File: config.mk
export PLATFORM = sky130hd
export DESIGN_NAME = edge_stream_frame_mux
export DESIGN_NICKNAME = d
export VERILOG_FILES = /design/src/rtl/edge_stream_pkg.sv /design/src/rtl/edge_stream_out_reg.sv /design/src/rtl/edge_stream_frame_mux.sv
export SDC_FILE = /design/constraint.sdc
export NUM_CORES = 1
export LEC_CHECK = 0
export CAP_MARGIN = 0
export CORE_UTILIZATION = 25
export CTS_BUF_LIST = sky130_fd_sc_hd__clkbuf_8
export DETAILED_ROUTE_END_ITERATION = 10
export PLACE_DENSITY = 0.52
export SLEW_MARGIN = 40
export SYNTH_ARGS = -nofsm -noshare
export SYNTH_HDL_FRONTEND = slang
export SYNTH_SLANG_ARGS = --single-unit
export TNS_END_PERCENT = 30
File: constraint.sdc
create_clock -name clock_clk -period 5.55 [get_ports clock_clk]
set_clock_uncertainty 0.2 [all_clocks]
set_input_delay 1.3875 -clock clock_clk [delete_from_list [all_inputs] [get_ports clock_clk]]
set_output_delay 1.3875 -clock clock_clk [all_outputs]
set_load 0.05 [all_outputs]
File: src/rtl/edge_stream_pkg.sv
// Shared types and defaults for the edge/raw video frame multiplexer.
package edge_stream_pkg;

  localparam int DEF_DATA_W       = 12;
  localparam int DEF_FRAME_PIXELS = 76800;
  localparam int DEF_CNT_W        = 17;

  typedef enum logic [1:0] {
    MODE_SRC0 = 2'b00,
    MODE_SRC1 = 2'b01,
    MODE_ALT  = 2'b10
  } mode_e;

  typedef enum logic {
    ST_IDLE   = 1'b0,
    ST_STREAM = 1'b1
  } state_e;

  // Owner of the next frame; the unused 2'b11 encoding falls back to source 0.
  function automatic logic next_src(input logic [1:0] mode, input logic cur);
    case (mode)
      MODE_SRC1: next_src = 1'b1;
      MODE_ALT:  next_src = ~cur;
      default:   next_src = 1'b0;
    endcase
  endfunction

endpackage

File: src/rtl/edge_stream_out_reg.sv
// Single-entry registered Avalon-ST stage; holds its beat while the sink stalls.
module edge_stream_out_reg
  import edge_stream_pkg::*;
#(
  parameter int W = DEF_DATA_W + 2
) (
  input  logic         clock_clk,
  input  logic         reset_n,
  input  logic         load,
  input  logic [W-1:0] in_bits,
  input  logic         m_ready,
  output logic         m_valid,
  output logic [W-1:0] m_bits,
  output logic         advance
);

  assign advance = !m_valid || m_ready;

  always_ff @(posedge clock_clk or negedge reset_n) begin
    if (!reset_n) begin
      m_valid <= 1'b0;
      m_bits  <= '0;
    end else if (advance) begin
      m_valid <= load;
      if (load) m_bits <= in_bits;
    end
  end

endmodule

File: src/rtl/edge_stream_frame_mux.sv
// Frame-boundary arbiter between raw (s0) and edge-scaled (s1) pixel streams.
// state     | meaning
// ST_IDLE   | hunting for sop on cur_src; non-sop beats are dropped
// ST_STREAM | forwarding the current frame from cur_src
module edge_stream_frame_mux
  import edge_stream_pkg::*;
#(
  parameter int DATA_W       = DEF_DATA_W,
  parameter int FRAME_PIXELS = DEF_FRAME_PIXELS,
  parameter int CNT_W        = DEF_CNT_W
) (
  input  logic              clock_clk,
  input  logic              reset_n,
  input  logic [1:0]        mode_sel,
  input  logic [DATA_W-1:0] s0_data,
  input  logic              s0_sop,
  input  logic              s0_eop,
  input  logic              s0_valid,
  output logic              s0_ready,
  input  logic [DATA_W-1:0] s1_data,
  input  logic              s1_sop,
  input  logic              s1_eop,
  input  logic              s1_valid,
  output logic              s1_ready,
  output logic [DATA_W-1:0] m_data,
  output logic              m_sop,
  output logic              m_eop,
  output logic              m_valid,
  input  logic              m_ready,
  output logic              cur_src,
  output logic [15:0]       frame_count,
  output logic              err_short,
  output logic              err_long
);

  localparam logic [CNT_W-1:0] FP_C = CNT_W'(FRAME_PIXELS);

  state_e              state_q, state_d;
  logic                fresh_q;
  logic [CNT_W-1:0]    pix_cnt_q, beat_cnt;
  logic                sel_valid, sel_sop, sel_eop;
  logic [DATA_W-1:0]   sel_data;
  logic                advance, acc, fwd;
  logic                err_short_d, err_long_d;
  logic [DATA_W+1:0]   out_bits;

  // The idle source is always ready so its upstream never stalls.
  assign s0_ready = cur_src ? 1'b1 : advance;
  assign s1_ready = cur_src ? advance : 1'b1;

  always_comb begin
    sel_valid = s0_valid;
    sel_sop   = s0_sop;
    sel_eop   = s0_eop;
    sel_data  = s0_data;
    if (cur_src) begin
      sel_valid = s1_valid;
      sel_sop   = s1_sop;
      sel_eop   = s1_eop;
      sel_data  = s1_data;
    end
  end

  assign acc = sel_valid && advance;

  edge_stream_out_reg #(.W(DATA_W + 2)) u_out_reg (
    .clock_clk (clock_clk),
    .reset_n   (reset_n),
    .load      (fwd),
    .in_bits   ({sel_sop, sel_eop, sel_data}),
    .m_ready   (m_ready),
    .m_valid   (m_valid),
    .m_bits    (out_bits),
    .advance   (advance)
  );

  assign {m_sop, m_eop, m_data} = out_bits;

  always_ff @(posedge clock_clk or negedge reset_n) begin
    if (!reset_n) state_q <= ST_IDLE;
    else          state_q <= state_d;
  end

  always_comb begin
    state_d     = state_q;
    fwd         = 1'b0;
    err_short_d = 1'b0;
    err_long_d  = 1'b0;
    beat_cnt    = pix_cnt_q;
    if (sel_sop)               beat_cnt = CNT_W'(1);
    else if (pix_cnt_q != '1)  beat_cnt = pix_cnt_q + CNT_W'(1);

    case (state_q)
      ST_IDLE: begin
        if (acc && sel_sop) begin
          fwd     = 1'b1;
          state_d = sel_eop ? ST_IDLE : ST_STREAM;
        end
      end
      ST_STREAM: begin
        if (acc) begin
          fwd = 1'b1;
          if (sel_eop) state_d = ST_IDLE;
        end
      end
      default: state_d = ST_IDLE;
    endcase

    if (fwd) begin
      // A sop inside a frame truncates the previous one.
      err_short_d = (state_q == ST_STREAM && sel_sop) || (sel_eop && beat_cnt < FP_C);
      err_long_d  = !sel_sop && (pix_cnt_q == FP_C);
    end
  end

  always_ff @(posedge clock_clk or negedge reset_n) begin
    if (!reset_n) begin
      pix_cnt_q   <= '0;
      frame_count <= '0;
      cur_src     <= 1'b0;
      fresh_q     <= 1'b1;
      err_short   <= 1'b0;
      err_long    <= 1'b0;
    end else begin
      err_short <= err_short_d;
      err_long  <= err_long_d;
      if (fwd) begin
        pix_cnt_q <= beat_cnt;
        fresh_q   <= 1'b0;
      end
      if (fwd && sel_eop) begin
        frame_count <= frame_count + 16'd1;
        cur_src     <= next_src(mode_sel, cur_src);
      end else if (fresh_q && state_q == ST_IDLE && !fwd) begin
        // Until the first frame starts, the hunt follows the fixed-source modes.
        cur_src <= (mode_sel == MODE_SRC1);
      end
    end
  end

endmodule

==> flow_metrics.tcl <==
set metrics [dict create \
    cts.root.buffer_cell "sky130_fd_sc_hd__clkbuf_8" \
    hold_buffers 0 \
    die_width_um 108 \
    clock_sinks 53 \
    worst_ep_arrival_time_ps 2990 \
    cts-htree-levels 2 \
    ys_types 48 \
    postSynthCellCount 288 \
    layout.filler_cells 1138 \
    worstHoldEndpoint "frame_count[15]" \
    antenna_found_initial 0 \
    worst_r2r_path_depth 8 \
    p_leak_nw 1.51 \
    io-pin-count 71 \
    final_hpwl_dp_um 4750 \
    synthSimpleGateAreaFrac 0.209 \
    grt_pass1_wl_um 10700 \
    syn-mean-instance-area_um2 9.78 \
    primary_ff_master_synth "sky130_fd_sc_hd__dfrtp_1" \
    drt-wirelength-per-cell_um 13.2 \
    die_area_um2 11700 \
    crit_slowest_cell "sky130_fd_sc_hd__clkdlybuf4s50_1" \
    global_route.overflow_total 0 \
    timing.max_cap.violations 0 \
    net_total_in_the_final_layout 397 \
    cts_tree "built" \
    timing_worst_slew_pin_value_ps 719 \
    hold_class "reg2reg" \
    post_layout_nonfiller_instances 498 \
    synthDominantAreaCellType "sky130_fd_sc_hd__dfrtp_1" \
    cp_num_buf_inv 2 \
    initial_core_utilization 0.259 \
    hold_path.startpoint "frame_count[15]" \
    core_area_um2 10900 \
    area_growth_syn_to_layout_pct 34.0 \
    post_cts_resize_count 0 \
    timing.final.setup_violations 0 \
    maxSlewHeadroom 0.521 \
    post-cts-setup-buffer-count 0 \
    yosys.area_share.xor_xnor 0.0777 \
    cp_max_stage_delay_ps 730 \
    synthesis.yosys.warnings 0 \
    synth_top_family_by_area "simple AND/OR/NAND/NOR gates" \
    timing_hold_violations_final 0 \
    synthesis.area_um2 2820 \
    synth_enable_flop_cells 0 \
    tot_gr_track_use 0.116 \
    synthTopCellsByArea "sky130_fd_sc_hd__dfrtp_1 (46%), sky130_fd_sc_hd__mux2i_1 (5.3%), sky130_fd_sc_hd__nand2_1 (4.8%)" \
    place.detailed.instances 490 \
    layout_worst_path_cycle_share 0.824 \
    worstReg2RegEnd "cur_src" \
    critical_path.most_common_cell "sky130_fd_sc_hd__clkdlybuf4s50_1" \
    synth_compound_area_frac 0.118 \
    dr.first_iter.drc_count 105 \
    yosys.area_share.adder 0.0222 \
    synth_seq_area_share 0.471 \
    timing.critical_path.required_ps 3960 \
    number_of_global_route_vias_before_repair 2248 \
    ys_ff_latch 53 \
    crit_chain "clkdlybuf4s50_1, nor2b_1, nand2_1, clkdlybuf4s50_1" \
    via_count 2329 \
    status "completed" \
    synth_largest_type_area_fraction 0.462 \
    postSynth.asyncResetShare 1.00 \
    number_of_antenna_diodes 0 \
    fin_crit_ps 4580 \
    final_max_slew_viol_count 0 \
    max_freq_mhz 219 \
    worst_ir_drop_vdd_mv 0.231 \
    inserted_clock_buffers 5 \
    critical-path-top-delay-family "buffers and inverters" \
    final_antenna_net_count 0 \
    grt_setup_unrepaired "no" \
    r2r_setup_slk_ps 2690 \
    cts.reportedPaths.clkPinSlew_ps 100 \
    cts_max_path_buffers 2 \
    totalWireLength_um 6550 \
    power.density_cell_area_nw_per_um2 418 \
    avgViaCountPerCell 4.68 \
    whs_path_depth 1 \
    timing.setup.critical_path_class "in2out" \
    die_height_um 108 \
    crit_fanout 4 \
    timing.critical_path.from "m_ready" \
    total_power_w 0.00158 \
    syn-num-nets 328 \
    setup_tns_ps 0 \
    port_buffers 70 \
    grt_start_max_net_pins 54 \
    worst_skew_pair.late_latency_ps 300 \
    drcViolationCount 0 \
    critical_path.startpoint_type "primary input" \
    timing.critical_path.to_type "output port" \
    rows 38 \
    drive_gt1_frac 0.0726 \
    globalplace.congestion 0.814 \
    mux_share_of_post_synthesis_cell_area 0.0693 \
    drt_pre_antenna_iters 4 \
    reg2reg_from "cur_src" \
]
## how the worst max path moves through the flow
stage	end	slack (ps)	cells past startpoint
after global placement	s1_ready	980	4
final	s1_ready	970	4
after global routing	s1_ready	900	4
after floorplan	s0_ready	1940	2
after CTS	s1_ready	970	4
after detailed placement	s1_ready	990	4
## metrics by stage
| step | hold slack [ps] | util | setup WS [ps] | area, µm² |
|---|---|---|---|---|
| after global routing | 294 | 0.347 | 901 | 3780 |
| after CTS | 279 | 0.347 | 966 | 3780 |
| after global placement | 258 | 0.336 | 982 | 3650 |
| after detailed placement | 261 | 0.336 | 986 | 3660 |
| after floorplan | 281 | - | 1940 | 2820 |
| final | 274 | 0.347 | 974 | 3780 |
## placed cells by master (no fill, tap or decap), types with 3 or more instances in the layout
master	count
sky130_fd_sc_hd__nor3_1	6
sky130_fd_sc_hd__clkbuf_8	5
sky130_fd_sc_hd__inv_1	8
sky130_fd_sc_hd__nand3_1	15
sky130_fd_sc_hd__ha_1	5
sky130_fd_sc_hd__nand2_1	36
sky130_fd_sc_hd__o21ai_0	22
sky130_fd_sc_hd__a21oi_1	9
sky130_fd_sc_hd__mux2_2	4
sky130_fd_sc_hd__nand4_1	13
sky130_fd_sc_hd__mux2i_1	15
sky130_fd_sc_hd__dfrtp_1	52
sky130_fd_sc_hd__and3_1	3
sky130_fd_sc_hd__and4_1	3
sky130_fd_sc_hd__xnor2_1	15
sky130_fd_sc_hd__nor2_1	23
sky130_fd_sc_hd__o211ai_1	3
sky130_fd_sc_hd__xor2_1	10
sky130_fd_sc_hd__nand2b_1	3
sky130_fd_sc_hd__buf_4	3
sky130_fd_sc_hd__clkdlybuf4s50_1	69
## cells in the mapped netlist (2+ instances only)
cell type,instances
sky130_fd_sc_hd__nor4_1,2
sky130_fd_sc_hd__nand2_1,36
sky130_fd_sc_hd__dfrtp_1,52
sky130_fd_sc_hd__clkbuf_1,9
sky130_fd_sc_hd__mux2i_1,15
sky130_fd_sc_hd__nand2b_1,3
sky130_fd_sc_hd__nand3_1,15
sky130_fd_sc_hd__mux2_2,4
sky130_fd_sc_hd__o21ai_0,23
sky130_fd_sc_hd__and3_1,3
sky130_fd_sc_hd__xor2_1,10
sky130_fd_sc_hd__and2_1,2
sky130_fd_sc_hd__and4_1,3
sky130_fd_sc_hd__o211ai_1,3
sky130_fd_sc_hd__nand4_1,13
sky130_fd_sc_hd__o31ai_1,2
sky130_fd_sc_hd__nor4b_1,2
sky130_fd_sc_hd__inv_1,8
sky130_fd_sc_hd__xnor2_1,15
sky130_fd_sc_hd__ha_1,5
sky130_fd_sc_hd__nor2_1,23
sky130_fd_sc_hd__a21oi_1,9
sky130_fd_sc_hd__nor3_1,6
## state kept, by name (all words and copies together), names as in the netlist
signal / count
u_out_reg.m_valid: 1
cur_src: 1
err_long: 1
err_short: 1
frame_count: 16
u_out_reg.m_bits: 14
pix_cnt_q: 17
fresh_q: 1
state_q: 1
## logic make-up after synthesis
kind of cell	count (synthesis)
and+or+nand+nor	117
DFF	53
AOI/OAI and AO/OA	50
xor gates and xnor gates	25
buffers and inverters	19
muxes	19
adders and majority gates	5
## layout make-up
| type | instances | area (µm²) | share of cell area |
|---|---|---|---|
| tap | 140 | 175 | 0.0464 |
| clock buffer | 5 | 68.8 | 0.0182 |
| timing repair buffer | 73 | 718 | 0.190 |
| multi-input combinational | 216 | 1410 | 0.373 |
| sequential | 53 | 1330 | 0.352 |
| clock inverter | 3 | 46.3 | 0.0123 |
| inverter | 8 | 30.0 | 0.00795 |
## metal layers
layer / track usage / up-vias / part of all wire / wire [µm]
li1: - / 1155 / - / -
met1: 0.155 / 1100 / 0.48 / 3160
met2: 0.189 / 72 / 0.45 / 2950
met3: 0.0313 / 2 / 0.064 / 418
met4: 0.0215 / 0 / 0.0035 / 23
met5: 0 / - / 0 / 0
## power by group
group | total (W) | switching, W | internal (W)
logic | 0.000738 | 0.000481 | 0.000257
clock network | 0.000267 | 0.000132 | 0.000135
registers | 0.000575 | 0.0000993 | 0.000476
total | 0.00158 | 0.000712 | 0.000868
Note: power is estimated with default switching activity, not from simulation.
